## config.mk

```make
export PLATFORM = sky130hd
export DESIGN_NAME = spi_servo_frontend_flat
export DESIGN_NICKNAME = d
export VERILOG_FILES = /design/src/rtl/servo_spi_pkg.sv /design/src/rtl/spi_servo_frontend_if.sv /design/src/rtl/spi_sync_edge.sv /design/src/rtl/spi_servo_frontend.sv /design/src/flat_wrapper.sv
export SDC_FILE = /design/constraint.sdc
export NUM_CORES = 1
export LEC_CHECK = 0
export CAP_MARGIN = 20
export CORE_UTILIZATION = 45
export DETAILED_ROUTE_END_ITERATION = 7
export PLACE_DENSITY = 0.65
export SETUP_SLACK_MARGIN = 0.05
export SLEW_MARGIN = 20
export SYNTH_ARGS = -nofsm -noshare
export SYNTH_HDL_FRONTEND = slang
export SYNTH_SLANG_ARGS = --single-unit
```

## constraint.sdc

```tcl
create_clock -name clk -period 2.4 [get_ports clk]
set_input_delay 0.48 -clock clk [delete_from_list [all_inputs] [get_ports clk]]
set_output_delay 0.48 -clock clk [all_outputs]
set_load 0.005 [all_outputs]
```

## src/rtl/servo_spi_pkg.sv

```systemverilog
// Shared definitions for the SPI servo front end.
//   - Default field widths and synchroniser depth.
//   - Frame width and bit-counter width derived from those defaults.
//   - FSM state encoding. The state is also exported on the debug bus.
package servo_spi_pkg;

    localparam int DEF_SIGNAL_BIT_WIDTH  = 16;
    localparam int DEF_ADDRESS_BIT_WIDTH = 2;
    localparam int DEF_SYNC_STAGES       = 2;

    localparam int FRAME_W = DEF_ADDRESS_BIT_WIDTH + DEF_SIGNAL_BIT_WIDTH;
    // Counts 0..FRAME_W+1. FRAME_W+1 is the saturated "too long" value.
    localparam int CNT_W   = $clog2(FRAME_W + 2);

    typedef enum logic [1:0] {
        WAIT_IDLE = 2'd0,
        IDLE      = 2'd1,
        SHIFT     = 2'd2,
        COMMIT    = 2'd3
    } state_t;

endpackage

```

## src/rtl/spi_servo_frontend_if.sv

```systemverilog
// Bus bundle between an SPI host and the SPI servo front end.
//   SPI pins : sclk, mosi, ss_n (host -> front end), miso, miso_oe (front end -> host)
//   Servo bus: cs, addr, data, frame_err (front end -> servo controller)
//   Debug    : dbg_state, the current FSM state
// Handshake: cs is a one-clk write strobe with no back-pressure. addr and data
// are valid in the cs cycle and hold until the next commit. frame_err is a
// one-clk pulse, and it is never high in the same cycle as cs.
interface spi_servo_frontend_if
    import servo_spi_pkg::*;
#(
    parameter int SIGNAL_BIT_WIDTH  = DEF_SIGNAL_BIT_WIDTH,
    parameter int ADDRESS_BIT_WIDTH = DEF_ADDRESS_BIT_WIDTH
);
    logic                         sclk;
    logic                         mosi;
    logic                         ss_n;
    logic                         miso;
    logic                         miso_oe;
    logic                         cs;
    logic [ADDRESS_BIT_WIDTH-1:0] addr;
    logic [SIGNAL_BIT_WIDTH-1:0]  data;
    logic                         frame_err;
    state_t                       dbg_state;

    // The front end itself
    modport slave (
        input  sclk, mosi, ss_n,
        output miso, miso_oe, cs, addr, data, frame_err, dbg_state
    );

    // SPI host / environment side
    modport master (
        output sclk, mosi, ss_n,
        input  miso, miso_oe, cs, addr, data, frame_err, dbg_state
    );
endinterface

```

## src/rtl/spi_sync_edge.sv

```systemverilog
// Multi-flop synchroniser for one asynchronous input, plus edge detection.
// Ports:
//   clk     in  system clock
//   rst     in  asynchronous active-low reset
//   d_i     in  asynchronous input
//   level_o out synchronised level
//   rise_o  out one-clk pulse on a synchronised 0->1
//   fall_o  out one-clk pulse on a synchronised 1->0
// Everything resets to 0. For ss_n this means a frame that is already in
// progress when reset releases produces no falling edge.
module spi_sync_edge #(
    parameter int STAGES = 2
) (
    input  logic clk,
    input  logic rst,
    input  logic d_i,
    output logic level_o,
    output logic rise_o,
    output logic fall_o
);
    logic [STAGES-1:0] sync_q;
    logic              prev_q;

    always_ff @(posedge clk or negedge rst) begin
        if (!rst) begin
            sync_q <= '0;
            prev_q <= 1'b0;
        end else begin
            sync_q <= {sync_q[STAGES-2:0], d_i};
            prev_q <= sync_q[STAGES-1];
        end
    end

    assign level_o = sync_q[STAGES-1];
    assign rise_o  = sync_q[STAGES-1] & ~prev_q;
    assign fall_o  = ~sync_q[STAGES-1] & prev_q;
endmodule

```

## src/rtl/spi_servo_frontend.sv

```systemverilog
// SPI mode-0 slave (MSB first) that receives one {addr, data} frame per
// ss_n window. A frame with exactly FRAME_W bits produces a one-clk cs write
// strobe. Any other bit count produces a one-clk frame_err pulse. MISO shifts
// out the last accepted frame.
// Ports:
//   clk  in   system clock, the only clock in the block
//   rst  in   asynchronous active-low reset
//   bus  slave modport of spi_servo_frontend_if
//        (SPI pins, servo write bus, debug state)
module spi_servo_frontend
    import servo_spi_pkg::*;
#(
    parameter int SIGNAL_BIT_WIDTH  = DEF_SIGNAL_BIT_WIDTH,
    parameter int ADDRESS_BIT_WIDTH = DEF_ADDRESS_BIT_WIDTH,
    parameter int SYNC_STAGES       = DEF_SYNC_STAGES
) (
    input  logic                  clk,
    input  logic                  rst,
    spi_servo_frontend_if.slave   bus
);
    localparam int FW = ADDRESS_BIT_WIDTH + SIGNAL_BIT_WIDTH;
    localparam int CW = $clog2(FW + 2);
    localparam logic [CW-1:0] CNT_FULL = CW'(FW);
    localparam logic [CW-1:0] CNT_SAT  = CW'(FW + 1);

    // ---------------- synchronisers ----------------
    logic sclk_level_unused, sclk_rise, sclk_fall;
    logic mosi_s, mosi_rise_unused, mosi_fall_unused;
    logic ss_n_s, ss_rise, ss_fall;

    spi_sync_edge #(.STAGES(SYNC_STAGES)) u_sync_sclk (
        .clk(clk), .rst(rst), .d_i(bus.sclk),
        .level_o(sclk_level_unused), .rise_o(sclk_rise), .fall_o(sclk_fall)
    );
    spi_sync_edge #(.STAGES(SYNC_STAGES)) u_sync_mosi (
        .clk(clk), .rst(rst), .d_i(bus.mosi),
        .level_o(mosi_s), .rise_o(mosi_rise_unused), .fall_o(mosi_fall_unused)
    );
    spi_sync_edge #(.STAGES(SYNC_STAGES)) u_sync_ss_n (
        .clk(clk), .rst(rst), .d_i(bus.ss_n),
        .level_o(ss_n_s), .rise_o(ss_rise), .fall_o(ss_fall)
    );

    // ---------------- FSM: state register ----------------
    state_t state_q, state_d;

    always_ff @(posedge clk or negedge rst) begin
        if (!rst) state_q <= WAIT_IDLE;
        else      state_q <= state_d;
    end

    // ---------------- FSM: next state ----------------
    always_comb begin
        state_d = state_q;
        unique case (state_q)
            WAIT_IDLE: if (ss_n_s)  state_d = IDLE;
            IDLE:      if (ss_fall) state_d = SHIFT;
            SHIFT:     if (ss_rise) state_d = COMMIT;
            COMMIT:                 state_d = IDLE;
            default:                state_d = WAIT_IDLE;
        endcase
    end

    // ---------------- FSM: outputs and datapath next state ----------------
    logic [CW-1:0]                bit_cnt_q, bit_cnt_d;
    logic [FW-1:0]                rx_q, rx_d;
    logic [FW-1:0]                tx_q, tx_d;
    logic [FW-1:0]                readback_q, readback_d;
    logic                         miso_q, miso_d;
    logic                         cs_q, cs_d;
    logic                         ferr_q, ferr_d;
    logic [ADDRESS_BIT_WIDTH-1:0] addr_q, addr_d;
    logic [SIGNAL_BIT_WIDTH-1:0]  data_q, data_d;
    logic                         miso_oe_c;

    always_comb begin
        bit_cnt_d  = bit_cnt_q;
        rx_d       = rx_q;
        tx_d       = tx_q;
        readback_d = readback_q;
        miso_d     = miso_q;
        cs_d       = 1'b0;
        ferr_d     = 1'b0;
        addr_d     = addr_q;
        data_d     = data_q;
        miso_oe_c  = 1'b0;

        unique case (state_q)
            IDLE: begin
                if (ss_fall) begin
                    bit_cnt_d = '0;
                    tx_d      = readback_q;
                    miso_d    = readback_q[FW-1];
                end
            end
            SHIFT: begin
                miso_oe_c = 1'b1;
                // An sclk edge coinciding with the ss_n rise is dropped, so
                // the bit count is frozen at the moment the frame closes.
                if (!ss_rise) begin
                    if (sclk_rise) begin
                        rx_d = {rx_q[FW-2:0], mosi_s};
                        if (bit_cnt_q != CNT_SAT) bit_cnt_d = bit_cnt_q + 1'b1;
                    end
                    if (sclk_fall) begin
                        tx_d   = {tx_q[FW-2:0], 1'b0};
                        miso_d = tx_q[FW-2];
                    end
                end
            end
            COMMIT: begin
                if (bit_cnt_q == CNT_FULL) begin
                    cs_d       = 1'b1;
                    addr_d     = rx_q[FW-1:SIGNAL_BIT_WIDTH];
                    data_d     = rx_q[SIGNAL_BIT_WIDTH-1:0];
                    readback_d = rx_q;
                end else begin
                    ferr_d = 1'b1;
                end
            end
            default: ;
        endcase
    end

    always_ff @(posedge clk or negedge rst) begin
        if (!rst) begin
            bit_cnt_q  <= '0;
            rx_q       <= '0;
            tx_q       <= '0;
            readback_q <= '0;
            miso_q     <= 1'b0;
            cs_q       <= 1'b0;
            ferr_q     <= 1'b0;
            addr_q     <= '0;
            data_q     <= '0;
        end else begin
            bit_cnt_q  <= bit_cnt_d;
            rx_q       <= rx_d;
            tx_q       <= tx_d;
            readback_q <= readback_d;
            miso_q     <= miso_d;
            cs_q       <= cs_d;
            ferr_q     <= ferr_d;
            addr_q     <= addr_d;
            data_q     <= data_d;
        end
    end

    assign bus.miso      = miso_q;
    assign bus.miso_oe   = miso_oe_c;
    assign bus.cs        = cs_q;
    assign bus.addr      = addr_q;
    assign bus.data      = data_q;
    assign bus.frame_err = ferr_q;
    assign bus.dbg_state = state_q;
endmodule

```

## src/flat_wrapper.sv

```systemverilog
// flat-port wrapper written by rule: the top's interface ports become plain ports
module spi_servo_frontend_flat import servo_spi_pkg::*;
#(
    parameter int SIGNAL_BIT_WIDTH  = DEF_SIGNAL_BIT_WIDTH,
    parameter int ADDRESS_BIT_WIDTH = DEF_ADDRESS_BIT_WIDTH,
    parameter int SYNC_STAGES       = DEF_SYNC_STAGES
)
  (clk, rst, bus_sclk, bus_mosi, bus_ss_n, bus_miso, bus_miso_oe, bus_cs, bus_addr, bus_data, bus_frame_err, bus_dbg_state);
  spi_servo_frontend_if #(.SIGNAL_BIT_WIDTH(SIGNAL_BIT_WIDTH), .ADDRESS_BIT_WIDTH(ADDRESS_BIT_WIDTH)) bus_i ();
  input  logic clk;
  input  logic rst;
  input wire logic [$bits(bus_i.sclk)-1:0] bus_sclk;
  input wire logic [$bits(bus_i.mosi)-1:0] bus_mosi;
  input wire logic [$bits(bus_i.ss_n)-1:0] bus_ss_n;
  output wire logic [$bits(bus_i.miso)-1:0] bus_miso;
  output wire logic [$bits(bus_i.miso_oe)-1:0] bus_miso_oe;
  output wire logic [$bits(bus_i.cs)-1:0] bus_cs;
  output wire logic [$bits(bus_i.addr)-1:0] bus_addr;
  output wire logic [$bits(bus_i.data)-1:0] bus_data;
  output wire logic [$bits(bus_i.frame_err)-1:0] bus_frame_err;
  output wire logic [$bits(bus_i.dbg_state)-1:0] bus_dbg_state;
  assign bus_i.sclk = bus_sclk;
  assign bus_i.mosi = bus_mosi;
  assign bus_i.ss_n = bus_ss_n;
  assign bus_miso = bus_i.miso;
  assign bus_miso_oe = bus_i.miso_oe;
  assign bus_cs = bus_i.cs;
  assign bus_addr = bus_i.addr;
  assign bus_data = bus_i.data;
  assign bus_frame_err = bus_i.frame_err;
  assign bus_dbg_state = bus_i.dbg_state;
  spi_servo_frontend #(.SIGNAL_BIT_WIDTH(SIGNAL_BIT_WIDTH), .ADDRESS_BIT_WIDTH(ADDRESS_BIT_WIDTH), .SYNC_STAGES(SYNC_STAGES)) u_core (.clk(clk), .rst(rst), .bus(bus_i));
endmodule
```

==> results of run 1 <==
[final timing paths]
kind                                                        start                                      to  depth (start not counted)
max in group asynchronous                                     rst              u_core.rx_q[7]$_DFFE_PN0P_                          2
min in group clk           u_core.u_sync_ss_n.sync_q[0]$_DFF_PN0_  u_core.u_sync_ss_n.sync_q[1]$_DFF_PN0_                          0
hold / removal                                                rst         u_core.bit_cnt_q[3]$_DFFE_PN0P_                          1
setup / recovery              u_core.bus.dbg_state[0]$_DFFE_PN0P_                             bus_miso_oe                          3
hold reg to reg            u_core.u_sync_ss_n.sync_q[0]$_DFF_PN0_  u_core.u_sync_ss_n.sync_q[1]$_DFF_PN0_                          0
setup reg to reg              u_core.bus.dbg_state[1]$_DFFE_PN0P_         u_core.bit_cnt_q[0]$_DFFE_PN0P_                          6
[state kept, by name, summed over array words and instances (netlist names)]
name	count
u_core.readback_q	18
u_core.rx_q	18
u_core.tx_q	17
u_core.bit_cnt_q	5
u_core.bus.dbg_state	2
u_core.u_sync_mosi.sync_q	2
u_core.u_sync_sclk.sync_q	2
u_core.u_sync_ss_n.sync_q	2
u_core.bus.cs	1
u_core.bus.frame_err	1
u_core.bus.miso	1
u_core.u_sync_sclk.prev_q	1
u_core.u_sync_ss_n.prev_q	1
[through the flow]
| step | setup WS [ns] | area (um^2) | util [%] | instances |
|---|---|---|---|---|
| 2_1_floorplan | 0.675 | 3020 | - | 221 |
| 3_3_place_gp | 0.592 | 3390 | 52.8 | 323 |
| 3_5_place_dp | 0.598 | 3390 | 52.8 | 323 |
| 4_1_cts | 0.231 | 3640 | 56.6 | 339 |
| 5_1_grt | 0.127 | 3640 | 56.6 | 339 |
| 6_report | 0.253 | 3640 | 56.6 | 339 |
[power by group]
part | leakage [uW] | internal [uW] | switching (uW)
sequential | 0.000964 | 1260 | 52.5
combinational | 0.000616 | 330 | 434
clock | 0.000122 | 715 | 443
[cells in the final DEF, fill, tap and decap left out, types with 2 or more instances in the layout]
cell type | Yosys | layout
buf_4 | 0 | 4
mux2i_1 | 18 | 18
clkdlybuf4s50_1 | 0 | 27
nand2b_1 | 4 | 4
a21oi_1 | 2 | 2
or4_1 | 3 | 3
ha_1 | 6 | 6
mux2_4 | 9 | 9
nor2b_1 | 2 | 2
clkbuf_8 | 0 | 10
mux2_2 | 28 | 28
inv_1 | 5 | 5
buf_12 | 0 | 2
dfrtp_1 | 71 | 71
bufinv_16 | 0 | 3
o21ai_0 | 19 | 19
nand2_1 | 21 | 21
nand4_1 | 2 | 2
nand3_1 | 4 | 4
clkinv_2 | 0 | 2
[worst register-to-register path, stage by stage, from the launching register on]
cell and delay [ns]:
dfrtp_1 0.41, inv_1 0.08, ha_1 0.31, a21boi_2 0.21
o21ai_2 0.15, or4_1 0.49, o21ai_0 0.09
[logic make-up (layout without fill, tap and decap cells)]
group                    Yosys count  after routing  share of synthesized area (%)
flip-flops                        71             71                           58.9
multiplexers                      55             55                           20.9
AND/OR/NAND/NOR                   44             44                           8.21
AO/OA/AOI/OAI                     31             31                           6.68
buffers and inverters             14             55                           2.86
adder cells (fa/ha/maj)            6              6                           2.49
[cell type report]
| type | count | area, um^2 |
|---|---|---|
| Sequential cell | 71 | 1780 |
| Multi-Input combinational cell | 136 | 1150 |
| Clock inverter | 6 | 108 |
| Inverter | 5 | 18.8 |
| Timing Repair Buffer | 34 | 345 |
| Fill cell | 523 | 2790 |
| Tap cell | 77 | 96.3 |
| Clock buffer | 10 | 138 |
[metal layers]
layer  part of all wire, %  track usage (%)  vias up
li1                      -                -      850
met1                    49             21.8      895
met2                    46             24.6       31
met3                   2.8             3.07       10
met4                   2.4             10.3        0
met5                     0                0        -
==> flow_summary_export.csv, run 1 <==
group,metric,value,unit
clock_network,cts-root-buf,"clkbuf_8",
worst_setup_path,max_stage_delay,0.54,ns
logic_synthesis,yosys_most_used_dff,"dfrtp_1",
logic_synthesis,ys_async_sr_fraction,100,%
logic_synthesis,synthCells,221,
global_route,grt_start_max_net_pins,29,
cells_and_area,syn_to_final_growth,20.5,%
floorplanning,io_pins,29,
route,num_vias,1786,
placement,post-dp-hpwl,3.35,mm
placement,gp_congestion,0.764,
timing,finalCritPeriodShare,89.4,%
timing,final-hold-violation-count,0,
logic_synthesis,yosys.area.top_type,"dfrtp_1",
route,routed_wl,5.12,mm
timing,clock_skew,0.00725,ns
logic_synthesis,ys_seq_elements,71,
logic_synthesis,synth_top_area_share,58.9,%
power_and_ir_drop,p_leak,0.00170,uW
timing,layout_min_cycle_time,2.15,ns
cells_and_area,drive_above_1_share,26.0,%
worst_setup_path,cp-end-kind,"output pin",
global_route,gr-total-overflow,0,
route,dr.pass1.iters,6,
floorplanning,num_rows,29,
floorplanning,die_h,83.9,um
route,avgRoutedWirePerCell,15.1,um
global_route,gr-usage-all-layers,16.3,%
logic_synthesis,syn-num-nets,232,
route,ant_nets,0,
placement,port-buffer-count,28,
route,drcViolationCount,2,
cells_and_area,fin_nets,268,
clock_network,clockBufferDepth,2,
worst_setup_path,path_cells,"inv_1, ha_1, clkdlybuf4s50_1",
worst_setup_path,arrival,1.67,ns
timing,final.setup.tns,0,ns
timing,tightest_slew,0.482,ns
timing,hold_ws,0.0881,ns
logic_synthesis,ys_warn_count,0,
worst_setup_path,required,1.92,ns
logic_synthesis,mappedNetlistArea,3020,um^2
clock_network,numCtsBuffers,9,
worst_setup_path,worst-path-buf-inv,2,
power_and_ir_drop,p_per_area,890,nW/um^2
timing,grt_setup_unrepaired,"false",
clock_network,ctsResizeCount,0,
clock_network,clk_latency,0.34,ns
timing,setup_violations,0,
logic_synthesis,netlist_top_cells_count,"71 x dfrtp_1, 28 x mux2_2, 21 x nand2_1, 19 x o21ai_0, 18 x mux2i_1",
route,vias_per_cell,5.27,
logic_synthesis,synth_area_leaders,"dfrtp_1 59%, mux2_2 10%, mux2i_1 6.0%",
global_route,grt_pass1_vias,1751,
run,maxCapViolCount,0,
worst_setup_path,path_delay_family,"buffers and inverters",
worst_setup_path,cpMaxStageDelayCell,"clkdlybuf4s50_1",
run_status,violations,"design-rule violations",
logic_synthesis,synth_edf_count,0,
floorplanning,start_util,47.0,%
run_status,outcome,"finished, violations left",
floorplanning,core,6420,um^2
timing,slew_headroom,67.8,%
global_route,antenna_found_initial,0,
floorplanning,die_w,83.9,um
clock_network,cts_setup_buffers,0,
clock_network,cts_hold_buf,0,
worst_setup_path,r2r_setup_slack,0.59,ns
worst_hold_path,hold_path.class,"input pin to async pin",
worst_setup_path,cp_max_fo,6,
global_route,grt_pass1_wl,8.76,mm
clock_network,cts.clk_slew.worst_paths,0.08,ns
timing,max_freq,0.466,GHz
logic_synthesis,yosysMostFrequentCell,"dfrtp_1",
clock_network,cts_tree,"yes",
logic_synthesis,avgSynthCellArea,13.7,um^2
power_and_ir_drop,ir_drop,0.555,mV
logic_synthesis,ys_types,35,
route,drtIter0Drc,77,
clock_network,cts_sinks,71,
worst_setup_path,startpoint_type,"flip-flop",
power_and_ir_drop,total_power,3240,uW
logic_synthesis,ys_seq_area_share,58.9,%
worst_setup_path,critical_path_class,"flip-flop to output pin",
clock_network,cts-htree-levels,3,
timing,slew_violations,0,
floorplanning,fp.dieArea,7040,um^2
cells_and_area,diodes,0,
(Power assumes the default switching activity.)
==> run 2: changes to the inputs <==
- CORE_UTILIZATION: 45 -> 56
- PLACE_DENSITY: 0.65 -> 0.78
==> run 2 against run 1 <==
Compared with the run above: clock skew is essentially flat; worst hold slack gained 0.029 ns; final cell count shrank 2.1%; non-clock buffer count is the same; register-to-register slack lost 0.16 ns; combinational power shrank 3.1%; die area shrank 19%; clock power shrank 9%; the flow now finishes without violations; count of clock-buffer cells in the layout grew 3; wire length grew 5.8%; first-iteration DRC count grew 9.1%; critical path depth is the same.
==> flow_summary_export.csv, run 2 (synthesis gave the netlist of run 1 again) <==
group,metric,value,unit
route,avgRoutedWirePerCell,16.3,um
timing,final-hold-violation-count,0,
timing,clock_skew,0.00738,ns
cells_and_area,most-common-layout-cells,"71 x dfrtp_1, 28 x mux2_2, 27 x clkdlybuf4s50_1, 21 x nand2_1, 19 x o21ai_0",
worst_setup_path,cp_max_fo,4,
placement,gp_congestion,0.771,
route,drcViolationCount,0,
global_route,grt_pass1_vias,1830,
worst_setup_path,max_stage_delay,0.52,ns
clock_network,cts_sinks,71,
timing,grt_setup_unrepaired,"false",
cells_and_area,utilization,69.9,%
floorplanning,die_w,75.4,um
clock_network,cts-htree-levels,3,
global_route,grt_pass1_wl,9.00,mm
global_route,gr-usage-all-layers,22.4,%
floorplanning,core,5140,um^2
power_and_ir_drop,p_leak,0.00169,uW
clock_network,clockBufferDepth,2,
global_route,grt_start_max_net_pins,34,
global_route,gr-total-overflow,0,
clock_network,cts-root-buf,"clkbuf_8",
worst_setup_path,worst_r2r_startpoint,"u_core.bus.dbg_state[0]$_DFFE_PN0P_",
clock_network,ctsResizeCount,0,
run_status,outcome,"complete, no violations",
cells_and_area,multi_input_area,1150,um^2
power_and_ir_drop,ir_drop,0.583,mV
worst_setup_path,crit_start,"u_core.bus.dbg_state[0]$_DFFE_PN0P_",
worst_setup_path,r2r_setup_slack,0.43,ns
worst_hold_path,hold_path.class,"input pin to async pin",
clock_network,cts.clk_slew.worst_paths,0.07,ns
timing,tightest_slew,0.555,ns
worst_setup_path,required,1.92,ns
floorplanning,io_pins,29,
timing,slew_violations,0,
worst_setup_path,cp-end-kind,"output pin",
placement,port-buffer-count,28,
worst_setup_path,cpMaxStageDelayCell,"clkdlybuf4s50_1",
timing,slew_headroom,63.0,%
worst_setup_path,arrival,1.61,ns
worst_setup_path,r2r_end,"u_core.bit_cnt_q[0]$_DFFE_PN0P_",
clock_network,cts_tree,"yes",
timing,setup_violations,0,
cells_and_area,layout_commonest_cell,"dfrtp_1",
cells_and_area,fin_nets,268,
run,maxCapViolCount,0,
worst_setup_path,critical_path_class,"flip-flop to output pin",
route,dr.pass1.iters,4,
floorplanning,start_util,58.7,%
cells_and_area,drive_above_1_share,25.2,%
clock_network,clk_latency,0.34,ns
timing,final.setup.tns,0,ns
cells_and_area,diodes,0,
cells_and_area,reg_top3,"u_core.readback_q x18, u_core.rx_q x18, u_core.tx_q x17",
cells_and_area,ff_latch_area,1780,um^2
worst_setup_path,path_cells,"inv_1, ha_1, clkdlybuf4s50_1",
route,vias_per_cell,5.42,
clock_network,numCtsBuffers,9,
worst_setup_path,cp-endpoint,"bus_miso_oe",
floorplanning,num_rows,26,
clock_network,cts_hold_buf,0,
worst_setup_path,reg2regPathDepth,7,
floorplanning,die_h,75.4,um
floorplanning,fp.dieArea,5690,um^2
clock_network,cts_setup_buffers,0,
route,routed_wl,5.42,mm
global_route,antenna_found_initial,0,
route,ant_nets,0,
route,num_vias,1799,
worst_setup_path,startpoint_type,"flip-flop",
power_and_ir_drop,p_per_area,867,nW/um^2
route,drtIter0Drc,84,
timing,finalCritPeriodShare,86.9,%
timing,max_freq,0.479,GHz
placement,post-dp-hpwl,3.51,mm
timing,layout_min_cycle_time,2.09,ns
cells_and_area,syn_to_final_growth,19.1,%
cells_and_area,fill_cells,390,
-- run 2: routing by layer --
metal	wire (um)	vias to the layer above	GRT usage [%]
met3	167	16	5.29
met5	0	-	0
li1	-	857	-
met2	2540	29	33.8
met1	2530	897	29.9
met4	178	0	13.0
-- run 2: worst max-delay path, delay by kind of cell, from the launching register on --
family | cells | cell delay (ns)
buf+inv | 2 | 0.63
flops | 1 | 0.41
fa+ha+maj | 1 | 0.22
-- run 2: metrics by stage --
step / area (um^2) / power, uW / setup slack [ns] / instances / hold slack [ns]
detailed placement: 3370 / 2070 / 0.473 / 316 / 0.337
global placement: 3370 / 2050 / 0.538 / 316 / 0.334
floorplan: 3020 / 1860 / 0.675 / 221 / 0.184
CTS: 3590 / 3140 / 0.300 / 332 / 0.131
finish: 3590 / 3120 / 0.314 / 332 / 0.118
global route: 3590 / 3280 / 0.228 / 332 / 0.148
-- run 2: worst min-delay path by stage --
stage                                                       from                                      to  slack, ns
after global placement    u_core.u_sync_ss_n.sync_q[0]$_DFF_PN0_  u_core.u_sync_ss_n.sync_q[1]$_DFF_PN0_       0.33
after floorplan                                              rst         u_core.bit_cnt_q[0]$_DFFE_PN0P_       0.18
after detailed placement  u_core.u_sync_ss_n.sync_q[0]$_DFF_PN0_  u_core.u_sync_ss_n.sync_q[1]$_DFF_PN0_       0.34
after CTS                                                    rst         u_core.bit_cnt_q[0]$_DFFE_PN0P_       0.13
final                                                        rst  u_core.u_sync_ss_n.sync_q[1]$_DFF_PN0_       0.12
after global routing                                         rst         u_core.bit_cnt_q[0]$_DFFE_PN0P_       0.15
-- run 2: cell type report --
type                       count  area share (%)
clock inverter                 3            1.81
multi-input combinational    136            32.1
tap                           70            2.44
inverter                       5           0.522
timing repair buffer          34            9.26
sequential                    71            49.4
clock buffer                  13            4.42
-- run 2: power by group --
| part | total [uW] | switching [uW] | internal (uW) | leakage (uW) |
|---|---|---|---|---|
| sequential | 1310 | 53.8 | 1260 | 0.000964 |
| combinational | 740 | 448 | 292 | 0.000611 |
| clock | 1060 | 421 | 641 | 0.000114 |
